### src/rtl/llrf_init_seq.sv
// llrf_init_seq
//   Brings up the DDS clock and sync enables, then replays an N_WR-entry list
//   of AXI4-Lite writes into the AFE control space. The first write is aligned
//   to the DDS sync strobe. Each write has a response timeout and a bounded
//   number of retries. A second FSM tracks the AFE/link/DC-coarse/sync-event
//   bring-up status.
//
// Ports
//   clk, rst                   system clock, synchronous active-high reset
//   mode                       1 = LLRF mode; 0 parks both FSMs
//   sync, sync_ev_p            DDS sync strobe, sync event pulse
//   afe_ready, link_ok,
//   dc_coarse_done             AFE status levels
//   seq_addr, seq_data         packed write list, entry i at [i*AW +: AW] / [i*DW +: DW]
//   dds_clk_ena, dds_sync_ena  sticky DDS enables
//   init_done, init_err        list complete / an entry ran out of retries
//   err_cnt                    saturating count of failed write attempts
//   sync_done                  status FSM has reached SYNC_DONE
//   afe_*                      AXI4-Lite master, write channels only
module llrf_init_seq #(
    parameter int unsigned N_WR      = 4,
    parameter int unsigned AW        = 32,
    parameter int unsigned DW        = 32,
    parameter int unsigned TIMEOUT   = 1024,
    parameter int unsigned MAX_RETRY = 3
) (
    input  logic                 clk,
    input  logic                 rst,
    input  logic                 mode,
    input  logic                 sync,
    input  logic                 sync_ev_p,
    input  logic                 afe_ready,
    input  logic                 link_ok,
    input  logic                 dc_coarse_done,
    input  logic [N_WR*AW-1:0]   seq_addr,
    input  logic [N_WR*DW-1:0]   seq_data,
    output logic                 dds_clk_ena,
    output logic                 dds_sync_ena,
    output logic                 init_done,
    output logic                 init_err,
    output logic [15:0]          err_cnt,
    output logic                 sync_done,
    output logic [AW-1:0]        afe_awaddr,
    output logic                 afe_awvalid,
    input  logic                 afe_awready,
    output logic [DW-1:0]        afe_wdata,
    output logic [DW/8-1:0]      afe_wstrb,
    output logic                 afe_wvalid,
    input  logic                 afe_wready,
    input  logic [1:0]           afe_bresp,
    input  logic                 afe_bvalid,
    output logic                 afe_bready,
    output logic                 afe_arvalid
);

    localparam int unsigned IW = (N_WR > 1) ? $clog2(N_WR) : 1;
    localparam int unsigned RW = (MAX_RETRY > 0) ? $clog2(MAX_RETRY + 1) : 1;
    localparam int unsigned TW = $clog2(TIMEOUT + 1);

    typedef enum logic [2:0] {
        S_IDLE, S_ENA_DDS_CLK, S_ENA_DDS_SYNC, S_WAIT_AFE,
        S_ISSUE, S_WAIT_RESP, S_DONE, S_ERROR
    } init_state_t;

    typedef enum logic [2:0] {
        ST_AFE_RESET, ST_AFE_READY, ST_LINK_OK, ST_DC_COARSE_DONE, ST_SYNC_DONE
    } stat_state_t;

    init_state_t     init_st_q, init_st_d;
    stat_state_t     stat_st_q, stat_st_d;
    logic [IW-1:0]   idx_q, idx_d;
    logic [RW-1:0]   retry_q, retry_d;
    logic [TW-1:0]   tmo_cnt_q, tmo_cnt_d;
    logic            awvalid_q, awvalid_d, wvalid_q, wvalid_d, bready_q, bready_d;
    logic [AW-1:0]   awaddr_q, awaddr_d;
    logic [DW-1:0]   wdata_q, wdata_d;
    logic            dds_clk_ena_q, dds_clk_ena_d, dds_sync_ena_q, dds_sync_ena_d;
    logic            init_done_q, init_done_d, init_err_q, init_err_d;
    logic [15:0]     err_cnt_q, err_cnt_d;
    logic            sync_done_q, sync_done_d;

    logic            b_hs, tmo_hit, last_ent;

    assign b_hs     = bready_q & afe_bvalid;
    assign tmo_hit  = (tmo_cnt_q == TW'(TIMEOUT - 1));
    assign last_ent = (idx_q == IW'(N_WR - 1));

    always_comb begin
        init_st_d      = init_st_q;
        idx_d          = idx_q;
        retry_d        = retry_q;
        tmo_cnt_d      = tmo_cnt_q;
        awvalid_d      = awvalid_q;
        wvalid_d       = wvalid_q;
        bready_d       = bready_q;
        awaddr_d       = awaddr_q;
        wdata_d        = wdata_q;
        dds_clk_ena_d  = dds_clk_ena_q;
        dds_sync_ena_d = dds_sync_ena_q;
        err_cnt_d      = err_cnt_q;

        case (init_st_q)
            S_IDLE: begin
                if (mode) init_st_d = S_ENA_DDS_CLK;
            end
            S_ENA_DDS_CLK: begin
                dds_clk_ena_d = 1'b1;
                init_st_d     = S_ENA_DDS_SYNC;
            end
            S_ENA_DDS_SYNC: begin
                dds_sync_ena_d = 1'b1;
                init_st_d      = S_WAIT_AFE;
            end
            S_WAIT_AFE: begin
                idx_d   = '0;
                retry_d = '0;
                if (sync && afe_ready) init_st_d = S_ISSUE;
            end
            S_ISSUE: begin
                tmo_cnt_d = '0;
                if (!afe_ready) begin
                    init_st_d = S_WAIT_AFE;
                end else if (idx_q != '0 || sync) begin
                    // only entry 0 is held off until a sync strobe
                    awvalid_d = 1'b1;
                    wvalid_d  = 1'b1;
                    bready_d  = 1'b1;
                    awaddr_d  = seq_addr[idx_q*AW +: AW];
                    wdata_d   = seq_data[idx_q*DW +: DW];
                    init_st_d = S_WAIT_RESP;
                end
            end
            S_WAIT_RESP: begin
                tmo_cnt_d = tmo_cnt_q + TW'(1);
                if (awvalid_q && afe_awready) awvalid_d = 1'b0;
                if (wvalid_q && afe_wready)   wvalid_d  = 1'b0;
                if (!afe_ready) begin
                    awvalid_d = 1'b0;
                    wvalid_d  = 1'b0;
                    bready_d  = 1'b0;
                    init_st_d = S_WAIT_AFE;
                end else if (b_hs && afe_bresp == 2'b00) begin
                    awvalid_d = 1'b0;
                    wvalid_d  = 1'b0;
                    bready_d  = 1'b0;
                    retry_d   = '0;
                    if (last_ent) begin
                        init_st_d = S_DONE;
                    end else begin
                        idx_d     = idx_q + IW'(1);
                        init_st_d = S_ISSUE;
                    end
                end else if (b_hs || tmo_hit) begin
                    // error response, or timeout with no handshake this cycle
                    awvalid_d = 1'b0;
                    wvalid_d  = 1'b0;
                    bready_d  = 1'b0;
                    if (err_cnt_q != 16'hFFFF) err_cnt_d = err_cnt_q + 16'd1;
                    if (retry_q < RW'(MAX_RETRY)) begin
                        retry_d   = retry_q + RW'(1);
                        init_st_d = S_ISSUE;
                    end else begin
                        init_st_d = S_ERROR;
                    end
                end
            end
            S_DONE: begin
                if (!afe_ready) init_st_d = S_WAIT_AFE;
            end
            S_ERROR: begin
            end
            default: init_st_d = S_IDLE;
        endcase

        if (!mode) begin
            init_st_d      = S_IDLE;
            dds_clk_ena_d  = 1'b0;
            dds_sync_ena_d = 1'b0;
            awvalid_d      = 1'b0;
            wvalid_d       = 1'b0;
            bready_d       = 1'b0;
        end

        init_done_d = (init_st_q == S_DONE) && mode && afe_ready;
        init_err_d  = (init_st_q == S_ERROR) && mode;
    end

    always_comb begin
        stat_st_d = stat_st_q;
        case (stat_st_q)
            ST_AFE_RESET:      if (afe_ready)      stat_st_d = ST_AFE_READY;
            ST_AFE_READY:      if (link_ok)        stat_st_d = ST_LINK_OK;
            ST_LINK_OK:        if (dc_coarse_done) stat_st_d = ST_DC_COARSE_DONE;
            ST_DC_COARSE_DONE: if (sync_ev_p)      stat_st_d = ST_SYNC_DONE;
            ST_SYNC_DONE:      stat_st_d = ST_SYNC_DONE;
            default:           stat_st_d = ST_AFE_RESET;
        endcase

        // falls back to the deepest level still satisfied
        if (!mode || !afe_ready) begin
            stat_st_d = ST_AFE_RESET;
        end else if (!link_ok && stat_st_q != ST_AFE_RESET) begin
            stat_st_d = ST_AFE_READY;
        end else if (!dc_coarse_done &&
                     (stat_st_q == ST_DC_COARSE_DONE || stat_st_q == ST_SYNC_DONE)) begin
            stat_st_d = ST_LINK_OK;
        end

        sync_done_d = (stat_st_d == ST_SYNC_DONE);
    end

    always_ff @(posedge clk) begin
        if (rst) begin
            init_st_q      <= S_IDLE;
            stat_st_q      <= ST_AFE_RESET;
            idx_q          <= '0;
            retry_q        <= '0;
            tmo_cnt_q      <= '0;
            awvalid_q      <= 1'b0;
            wvalid_q       <= 1'b0;
            bready_q       <= 1'b0;
            awaddr_q       <= '0;
            wdata_q        <= '0;
            dds_clk_ena_q  <= 1'b0;
            dds_sync_ena_q <= 1'b0;
            init_done_q    <= 1'b0;
            init_err_q     <= 1'b0;
            err_cnt_q      <= '0;
            sync_done_q    <= 1'b0;
        end else begin
            init_st_q      <= init_st_d;
            stat_st_q      <= stat_st_d;
            idx_q          <= idx_d;
            retry_q        <= retry_d;
            tmo_cnt_q      <= tmo_cnt_d;
            awvalid_q      <= awvalid_d;
            wvalid_q       <= wvalid_d;
            bready_q       <= bready_d;
            awaddr_q       <= awaddr_d;
            wdata_q        <= wdata_d;
            dds_clk_ena_q  <= dds_clk_ena_d;
            dds_sync_ena_q <= dds_sync_ena_d;
            init_done_q    <= init_done_d;
            init_err_q     <= init_err_d;
            err_cnt_q      <= err_cnt_d;
            sync_done_q    <= sync_done_d;
        end
    end

    assign dds_clk_ena  = dds_clk_ena_q;
    assign dds_sync_ena = dds_sync_ena_q;
    assign init_done    = init_done_q;
    assign init_err     = init_err_q;
    assign err_cnt      = err_cnt_q;
    assign sync_done    = sync_done_q;
    assign afe_awaddr   = awaddr_q;
    assign afe_awvalid  = awvalid_q;
    assign afe_wdata    = wdata_q;
    assign afe_wstrb    = '1;
    assign afe_wvalid   = wvalid_q;
    assign afe_bready   = bready_q;
    assign afe_arvalid  = 1'b0;

endmodule
### config.mk
export PLATFORM = sky130hd
export DESIGN_NAME = llrf_init_seq
export DESIGN_NICKNAME = d
export VERILOG_FILES = /design/src/rtl/llrf_init_seq.sv
export SDC_FILE = /design/constraint.sdc
export NUM_CORES = 1
export LEC_CHECK = 0
export CAP_MARGIN = 10
export CORE_AREA = 8 8 135 137
export DETAILED_ROUTE_END_ITERATION = 10
export DIE_AREA = 0 0 143 145
export HOLD_SLACK_MARGIN = 0.06
export PLACE_DENSITY = 0.8
export SLEW_MARGIN = 20
export SYNTH_ARGS = -nofsm -noshare
export SYNTH_HDL_FRONTEND = slang
export SYNTH_SLANG_ARGS = --single-unit
### constraint.sdc
create_clock -name clk -period 6.4 [get_ports clk]
set_clock_uncertainty 0.2 [all_clocks]
set_input_delay 1.28 -clock clk [delete_from_list [all_inputs] [get_ports clk]]
set_output_delay 1.28 -clock clk [all_outputs]
set_load 0.03 [all_outputs]
### After elaboration in Yosys (flattened, before gate mapping)

Index checks and enable logic that the tools add are counted.

| word-level totals | value |
|---|---|
| output and inout bits | 93 |
| register bits | 109 |
| word-level logic and storage cells | 132 |

| cells by class | value |
|---|---|
| muxes and demuxes | 44 |
| reduce and logical (&&, ||, !) cells | 34 |
| bitwise operators | 3 |
| eq/ne operators | 28 |
| order comparisons | 1 |
| $add $sub $neg | 4 |
| shift operators | 2 |

Operators by type and width:

| operator | number |
|---|---|
| indexed part select 128 x 8 -> 32 bit | 2 |
| 2-to-1 mux 3 bit | 14 |
| one-hot mux 11 bit (2 select lines) | 1 |
| one-hot mux 3 bit (7 select lines) | 1 |
| AND reduction 4 bit | 5 |
| equality test 3 bit (second input constant) | 6 |
| 2-to-1 mux 2 bit | 9 |
| adder 16 x 1 -> 16 bit (second input constant) | 1 |
| inequality test 16 bit (second input constant) | 1 |
| one-hot mux 3 bit (5 select lines) | 1 |
| inequality test 2 bit (second input constant) | 7 |
| 2-to-1 mux 1 bit | 13 |
| equality test 3 x 2 -> 1 bit (second input constant) | 4 |
| adder 11 x 1 -> 11 bit (second input constant) | 1 |
| equality test 11 x 10 -> 1 bit (second input constant) | 1 |
| inequality test 5 bit (second input constant) | 2 |
| AND reduction 5 bit | 2 |
| logical AND 1 bit | 9 |
| inequality test 3 bit (second input constant) | 3 |
| one-hot mux 2 bit (2 select lines) | 2 |
| nonzero test 7 bit | 1 |
| equality test 3 x 1 -> 1 bit (second input constant) | 2 |
| logical NOT 3 bit | 2 |
| one-hot mux 1 bit (2 select lines) | 3 |
| other kinds (13) | 23 |

### Depth between registers and ports, before layout

Gate-level depths: netlist of the first run.

| logic depth | value |
|---|---|
| depth after elaboration | 7 |
| mapped depth | 11 |

### Least setup slack after synthesis of the first run

OpenSTA, ideal clock, no wires.

| timing path | value |
|---|---|
| kind | input port to flip-flop |
| start point | in afe_ready |
| end point | reg err_cnt_q[5], in the netlist err_cnt[5] |
| library setup time | 0.121 ns |
| stages on the path | 6 |
| setup slack | 3.452 ns |
| path buffers | 1 |
| data arrival time | 2.627 ns |
| cell sequence | nand4b_2 -> or3_1 -> o31a_1 -> buf_2 -> nor4b_1 -> mux2_2 |

| on the way | value |
|---|---|
| cells in the longest elaborated chain, start to end | 1 |

RTL lines:

| element | line | text |
|---|---|---|
| start, declared | 32 | `input logic afe_ready,` |
| AND reduction 5 bit (no line) | n/a |  |
| end signal, assigned | 245 | `err_cnt_q <= err_cnt_d;` |
| end, declared | 79 | `logic [15:0] err_cnt_q, err_cnt_d;` |

Every way passes these cells.
A chain may end at the register's enable or synchronous reset.

### Worst setup path after layout of the first run

Same ends and word-level chain as after synthesis.

==> results of run 1 <==
layer usage:
metal	track usage, %	routed length (µm)	vias to the layer above
met5	0	23	-
met4	8.29	525	4
met3	7.87	2130	32
met2	41.4	13300	264
met1	26.1	9250	3069
li1	-	-	2990
cell type report:
| type | count | area [µm²] | share of cell area, % |
|---|---|---|---|
| repair buffers | 361 | 3600 | 36.1 |
| clock inverters | 5 | 42.5 | 0.426 |
| clock buffers | 10 | 239 | 2.39 |
| diodes | 4 | 10.0 | 0.100 |
| inverters | 10 | 37.5 | 0.376 |
| multi-input cells | 472 | 3590 | 36.0 |
| flip-flops and latches | 109 | 2190 | 21.9 |
| well taps | 220 | 275 | 2.76 |
registers in the layout, summed over array words and instances, names as in the netlist:
register / cells
afe_awaddr: 32
afe_awvalid: 1
afe_bready: 1
afe_wdata: 32
afe_wvalid: 1
dds_clk_ena: 1
dds_sync_ena: 1
err_cnt: 16
idx_q: 2
init_done: 1
init_err: 1
init_st_q: 3
retry_q: 2
stat_st_q: 3
sync_done: 1
tmo_cnt_q: 11
report_power, final:
part / internal, mW / total [mW] / switching (mW)
Clock: 0.278 / 0.545 / 0.267
Combinational: 0.173 / 0.230 / 0.0573
Sequential: 0.678 / 0.682 / 0.00325
Total: 1.13 / 1.46 / 0.328
worst max-delay path, delay by kind of cell:
| kind | cells | cell delay (ns) |
|---|---|---|
| AOI/OAI and AO/OA | 1 | 0.38 |
| muxes | 1 | 0.37 |
| buffers and inverters | 1 | 0.65 |
| and+or+nand+nor | 3 | 1.02 |
cells in the final DEF, fill, tap and decap left out, types with 3 or more instances in the layout:
cell type,Yosys,final
clkdlybuf4s50_1,0,355
nand2_1,151,150
dfxtp_1,109,107
a21oi_1,92,92
mux4_2,64,64
nor2_1,24,24
nand3_1,13,13
or4_1,11,11
inv_1,10,10
o31ai_1,10,10
o21ai_0,9,9
clkbuf_16,0,9
nor2b_1,8,8
nor3_1,7,7
nand4_1,7,7
or3_1,6,6
buf_4,5,6
and4_1,5,5
ha_1,5,5
conb_1,2,5
diode_2,0,4
nor3b_1,4,4
xor2_1,4,4
nor4_1,4,3
or2_2,3,3
and3_1,3,3
mux2_2,3,3
inv_6,0,3
worst max-delay path by stage:
stage | start | to | slack [ns]
floorplan | afe_ready | err_cnt[5] | 3.45
global placement | afe_ready | err_cnt[5] | 2.51
detailed placement | afe_ready | err_cnt[5] | 2.43
CTS | afe_ready | err_cnt[5] | 2.75
global route | afe_ready | err_cnt[5] | 2.65
finish | afe_ready | err_cnt[5] | 2.74
cell families (layout without fill, tap and decap cells):
logic type | count (synthesis) | in the layout | share of synthesized area [%]
AND/OR/NAND/NOR | 259 | 259 | 20.3
AO/OA/AOI/OAI | 128 | 128 | 12.1
flip-flops | 109 | 109 | 36.1
multiplexers | 69 | 69 | 24.7
buffers and inverters | 65 | 386 | 4.78
XOR/XNOR | 6 | 6 | 0.870
adder cells (fa/ha/maj) | 5 | 5 | 1.04
other | 2 | 9 | 0.124
per-stage QoR:
step                hold WS, ns  util [%]
finish                    0.255      61.7
global placement          0.241      59.9
global route              0.273      61.7
CTS                       0.256      61.7
detailed placement        0.246      59.9
floorplan                 0.236         -
synth_stat cells (2+ instances only):
library cell	instances
nor4_1	4
buf_2	15
nor3b_1	4
xor2_1	4
a21oi_1	92
mux4_2	64
nor3_1	7
xnor2_1	2
or4_1	11
buf_1	3
buf_4	5
clkbuf_1	31
nand4_1	7
dfxtp_1	109
o21ai_0	9
o31a_1	2
conb_1	2
or3_1	6
or2_2	3
nor2_1	24
and2_1	2
o211ai_1	2
nand2_1	151
mux2i_1	2
o31ai_1	10
inv_1	10
nand3b_1	2
mux2_2	3
and4_1	5
nand2b_1	2
nor2b_1	8
and3_1	3
nor4b_1	2
ha_1	5
nand3_1	13
==> results by group, run 1 <==
Setup path
  • CP Launch Type: primary input
  • Crit path kind: primary input to register
  • R2R Path End: err_cnt[5]
  • CP cell instances: clkdlybuf4s50_1, nand4b_2, or3_1, o31a_1, nor4b_1, mux2_2
  • Worst Path Max Fanout: 29
  • CP Capture Type: register
  • Register-to-Register Path Depth: 5
  • Critical Path AT: ~3.7 ns
  • Slowest stage delay, CP: about 0.65 ns
  • R2r setup slk: around 3.6 ns
  • RR Startpoint: init_st_q[0]
  • Crit-path slowest cell: clkdlybuf4s50_1
  • Required @ worst endpoint: roughly 6.5 ns

GRT
  • Antenna violations before repair: 6
  • Total Routing Usage GR: between 20% and 30%
  • Vias in the first global route: about 6,400
  • GRT Residual Overflow: 0
  • Pin count of the biggest net entering global routing: slightly below 100
  • Global-route wire length before repair: about 37,000 µm

Drt
  • WL final: approximately 25,000 µm
  • Vias per cell: approximately 5.3
  • Routed Antenna Nets: 0
  • DR pass1 iterations: 5
  • Initial drt markers: 500
  • Vias: ~6,400
  • Wire per inst: 21.2 µm
  • DRC Markers: 0

STA
  • Final setup fails: 0
  • Setup_tns: 0 ns
  • Max-slew violation count: 0
  • RSZ-0062 raised after global routing: false
  • Tcrit/Tclk final: 57.2%
  • Setup WS post-layout: approximately 2.7 ns
  • Relative slew slack: roughly 31%
  • Worst Max-Slew Pin Slew: around 1.0 ns
  • Min Tclk post-route: between 3 and 4 ns
  • Achievable frequency: roughly 270 MHz
  • Final hold vios: 0

Clocking
  • Setup Fix Bufs, Post-CTS: 0
  • CTS Hold Buffers Added: 0
  • Resized cells post-CTS: 0
  • CTS Buffer Depth: 2
  • Num CTS Buffers: 9
  • H-tree Lvls: 3
  • Clock Latency Late Sink: approximately 0.36 ns
  • Clock sinks: 109
  • CTS root buf: clkbuf_16
  • Clock-pin slew on the worst setup and hold paths: 0.07 ns
  • CTS tree: yes

Final layout
  • Non-filler cells, final: around 1,200
  • Share of layout cells above drive strength 1: between 10% and 20%
  • Finished layout cell area: roughly 0.01 mm²
  • Net count, final: roughly 1,200
  • Area grow syn2layout: 65.2%
  • Filler instances: approximately 1,400

Die
  • I/O Pins: ~360
  • Row cnt: 47
  • Initial Util: 37.4%
  • Chip height: 145 µm
  • Die width: about 140 µm
  • Die Area: ~0.021 mm²
  • Core Region: between 0.015 and 0.02 mm²

Synth
  • Cell count after synthesis: ~640
  • Asr flop ratio synth: 0%
  • Top post-synthesis cells by area: dfxtp_1, mux4_2, nand2_1
  • Yosys top cell area share: 36.1%
  • Ys flop type: dfxtp_1
  • EDFF count, synth: 0
  • Top cell type by total area after synthesis: dfxtp_1
  • Flops & latches, synth: 109
  • Synth Cell Area: slightly above 0.006 mm²
  • Count of different cell masters after synthesis: 54
  • Syn avg cell area: roughly 9.4 µm²
  • Warnings from Yosys: 0
  • Sequential area share after synthesis: a little over a third

Min path
  • Hold path startpoint: afe_wdata[11]
  • Min-Delay Path Class: register to register
  • Hold depth: 2
  • Min-Delay Endpoint: afe_wdata[11]

Place
  • I/O Buffers: roughly 360
  • Place WS: 2.43 ns
  • Detailed placer's ending HPWL: 20,100 µm
  • Final estimated routing congestion in global placement: between 0.8 and 0.9
  • Placed cell count: around 1,200
  • Area of placed instances: a little under 0.01 mm²

Power
  • Pleak: about 3.2 nW
  • Total design power: between 1 and 1.5 mW
  • Peak supply drop: about 0.00016 V
  • Pwr per Cell Area: 146 mW/mm²

Status
  • Status: finished clean

Flow run
  • MaxCap Viol Count: 0
Note: power is estimated with default switching activity, not from simulation.
==> inputs of run 2 (changes only) <==
CORE_AREA = unset   (was 8 8 135 137)
CORE_MARGIN = 8   (was unset)
CORE_UTILIZATION = 34   (was unset)
DIE_AREA = unset   (was 0 0 143 145)
PLACE_DENSITY = 0.76   (was 0.8)
clock period = 3.2 ns   (was 6.4 ns; I/O delays follow)
==> run 2 against run 1 <==
Net effect:
- first-iteration DRC count down 22%
- power grew 120%
- design area increased by 1.9%
- critical path depth grew 1
- worst setup slack lost 2.3 ns
- wire length shrank 0.49%
- global-route usage decreased by 1.7 points
- register-to-register slack got worse by 2.9 ns
- die area increased by 7.5%
- core utilization fell by 3.1 points
- combinational power increased by 100%
- highest routed layer unchanged
==> results by group, run 2 (synthesis results as in run 1) <==
Clocking
  • CTS Buffer Depth: 2 (unchanged)
  • CTS root buf: clkbuf_16
  • Clock sinks: 109 (unchanged)
  • Resized cells post-CTS: 0 (unchanged)
  • CTS Hold Buffers Added: 0 (unchanged)
  • CTS tree: yes
  • H-tree Lvls: 3 (unchanged)
  • Clock-pin slew on the worst setup and hold paths: 0.08 ns (about the same)
  • Clock Latency Late Sink: 0.35 ns (about the same)
  • Num CTS Buffers: 9 (unchanged)
  • Setup Fix Bufs, Post-CTS: 0 (unchanged)

Setup path
  • CP Launch Type: primary input
  • CP Capture Type: register
  • Required @ worst endpoint: 3.28 ns (-3.17 ns)
  • RR Startpoint: init_st_q[1]
  • Critical Path AT: 2.79 ns (-0.92 ns)
  • Worst Path Max Fanout: 23 (-21%)
  • R2R Path End: err_cnt[4]
  • Crit path kind: primary input to register
  • R2r setup slk: 0.64 ns (-2.94 ns)
  • Register-to-Register Path Depth: 6 (+1)

STA
  • Final setup fails: 0 (unchanged)
  • RSZ-0062 raised after global routing: false
  • Worst Max-Slew Pin Slew: 0.809 ns (-0.225 ns)
  • Setup_tns: 0 ns (unchanged)
  • Achievable frequency: around 370 MHz
  • Min Tclk post-route: roughly 2.7 ns
  • Relative slew slack: 46.1% (+15 points)
  • Tcrit/Tclk final: between 80% and 90%
  • Final hold vios: 0 (unchanged)
  • Max-slew violation count: 0 (unchanged)

Min path
  • Hold depth: 2 (unchanged)
  • Min-Delay Endpoint: afe_wdata[26]
  • Hold path startpoint: afe_wdata[26]
  • Min-Delay Path Class: register to register

GRT
  • Antenna violations before repair: 5 (-1)
  • Total Routing Usage GR: 21.9% (-1.7 points)
  • Pin count of the biggest net entering global routing: 74 (-24%)
  • GRT Residual Overflow: 0 (unchanged)
  • Vias in the first global route: 6,465 (+1.4%)
  • Global-route wire length before repair: 37,500 µm (+0.80%)

Place
  • Detailed placer's ending HPWL: 20,500 µm (+1.9%)
  • Final estimated routing congestion in global placement: 0.912 (+1.6%)
  • Placed cell count: 1,188 (+1.4%)
  • I/O Buffers: 356 (unchanged)
  • Area of placed instances: 0.00980 mm² (+1.2%)

Final layout
  • Final Core Density: 58.6% (-3.1 points)
  • Non-filler cells, final: 1,208 (+1.4%)
  • Net count, final: 1,248 (+0.89%)
  • Area grow syn2layout: 68.4%
  • Finished layout cell area: 0.0102 mm² (+1.9%)
  • Most frequent cells in the layout: clkdlybuf4s50_1, nand2_1, dfxtp_1, a21oi_1, mux4_2
  • Share of layout cells above drive strength 1: 11.3% (+1.1 points)
  • Most common cell after layout, fill and taps aside: clkdlybuf4s50_1

Die
  • I/O Pins: 362 (unchanged)
  • Die width: 149 µm (+4.4%)
  • Die Area: 0.0223 mm² (+7.5%)
  • Core Region: 0.0174 mm² (+7.3%)
  • Initial Util: 34.8% (-2.6 points)
  • Chip height: 149 µm (+3.0%)
  • Row cnt: 48 (+2.1%)

Drt
  • DR pass1 iterations: 7 (+2)
  • Routed Antenna Nets: 0 (unchanged)
  • Wire per inst: 20.8 µm (-1.9%)
  • Vias: 6,301 (-0.91%)
  • DRC Markers: 0 (unchanged)
  • Initial drt markers: 391 (-22%)
  • WL final: 25,100 µm (-0.49%)
  • Vias per cell: 5.22 (-2.3%)

Power
  • Pleak: 3.29 nW (+2.9%)
  • Peak supply drop: 0.000280 V (+78%)
  • Pwr per Cell Area: 311 mW/mm² (+110%)

Flow run
  • MaxCap Viol Count: 0 (unchanged)

Status
  • Status: finished clean
==> run 2: power by group <==
part / internal (mW) / switching, mW / leakage, nW
clock network: 0.810 / 0.532 / 0.172
logic: 0.348 / 0.113 / 2.24
registers: 1.36 / 0.00358 / 0.879
==> run 2: worst max-delay path by stage <==
stage / slack (ns) / end / cells after the start / from
global route: 0.35 / err_cnt[4] / 7 / afe_ready
CTS: 0.48 / err_cnt[4] / 7 / afe_ready
finish: 0.49 / err_cnt[4] / 7 / afe_ready
detailed placement: 0.10 / err_cnt[4] / 7 / afe_ready
floorplan: 0.71 / afe_awaddr[10] / 10 / idx_q[1]
global placement: 0.15 / err_cnt[4] / 7 / afe_ready
==> run 2: metrics by stage <==
stage	worst slack, ns	hold slack, ns	power (mW)
after floorplan	0.706	0.236	1.50
after global placement	0.148	0.240	1.85
after detailed placement	0.102	0.246	1.85
after CTS	0.485	0.255	3.20
after global routing	0.348	0.271	3.27
final	0.489	0.253	3.16
==> run 2: cell type report <==
cell class                      count  area [µm²]
Antenna cell                        4        10.0
Clock buffer                       11         253
Clock inverter                      5         106
Fill cell                        1504        7180
Inverter                           10        37.5
Multi-Input combinational cell    472        3590
Sequential cell                   109        2190
Tap cell                          225         282
Timing Repair Buffer              372        3710
==> run 2: per-layer routing <==
layer	GRT usage [%]	routed length (µm)	vias up
met2	39.4	13400	259
met3	7.71	2230	28
li1	-	-	3004
met1	23.6	8980	3008
met5	0	13	-
met4	6.81	465	2
==> run 2: worst max-delay path, cell delays in order <==
cell	delay [ns]
clkdlybuf4s50_1	0.49
nand4b_2	0.16
or3_1	0.34
o31a_1	0.34
buf_4	0.26
or4_1	0.40
a21oi_1	0.15
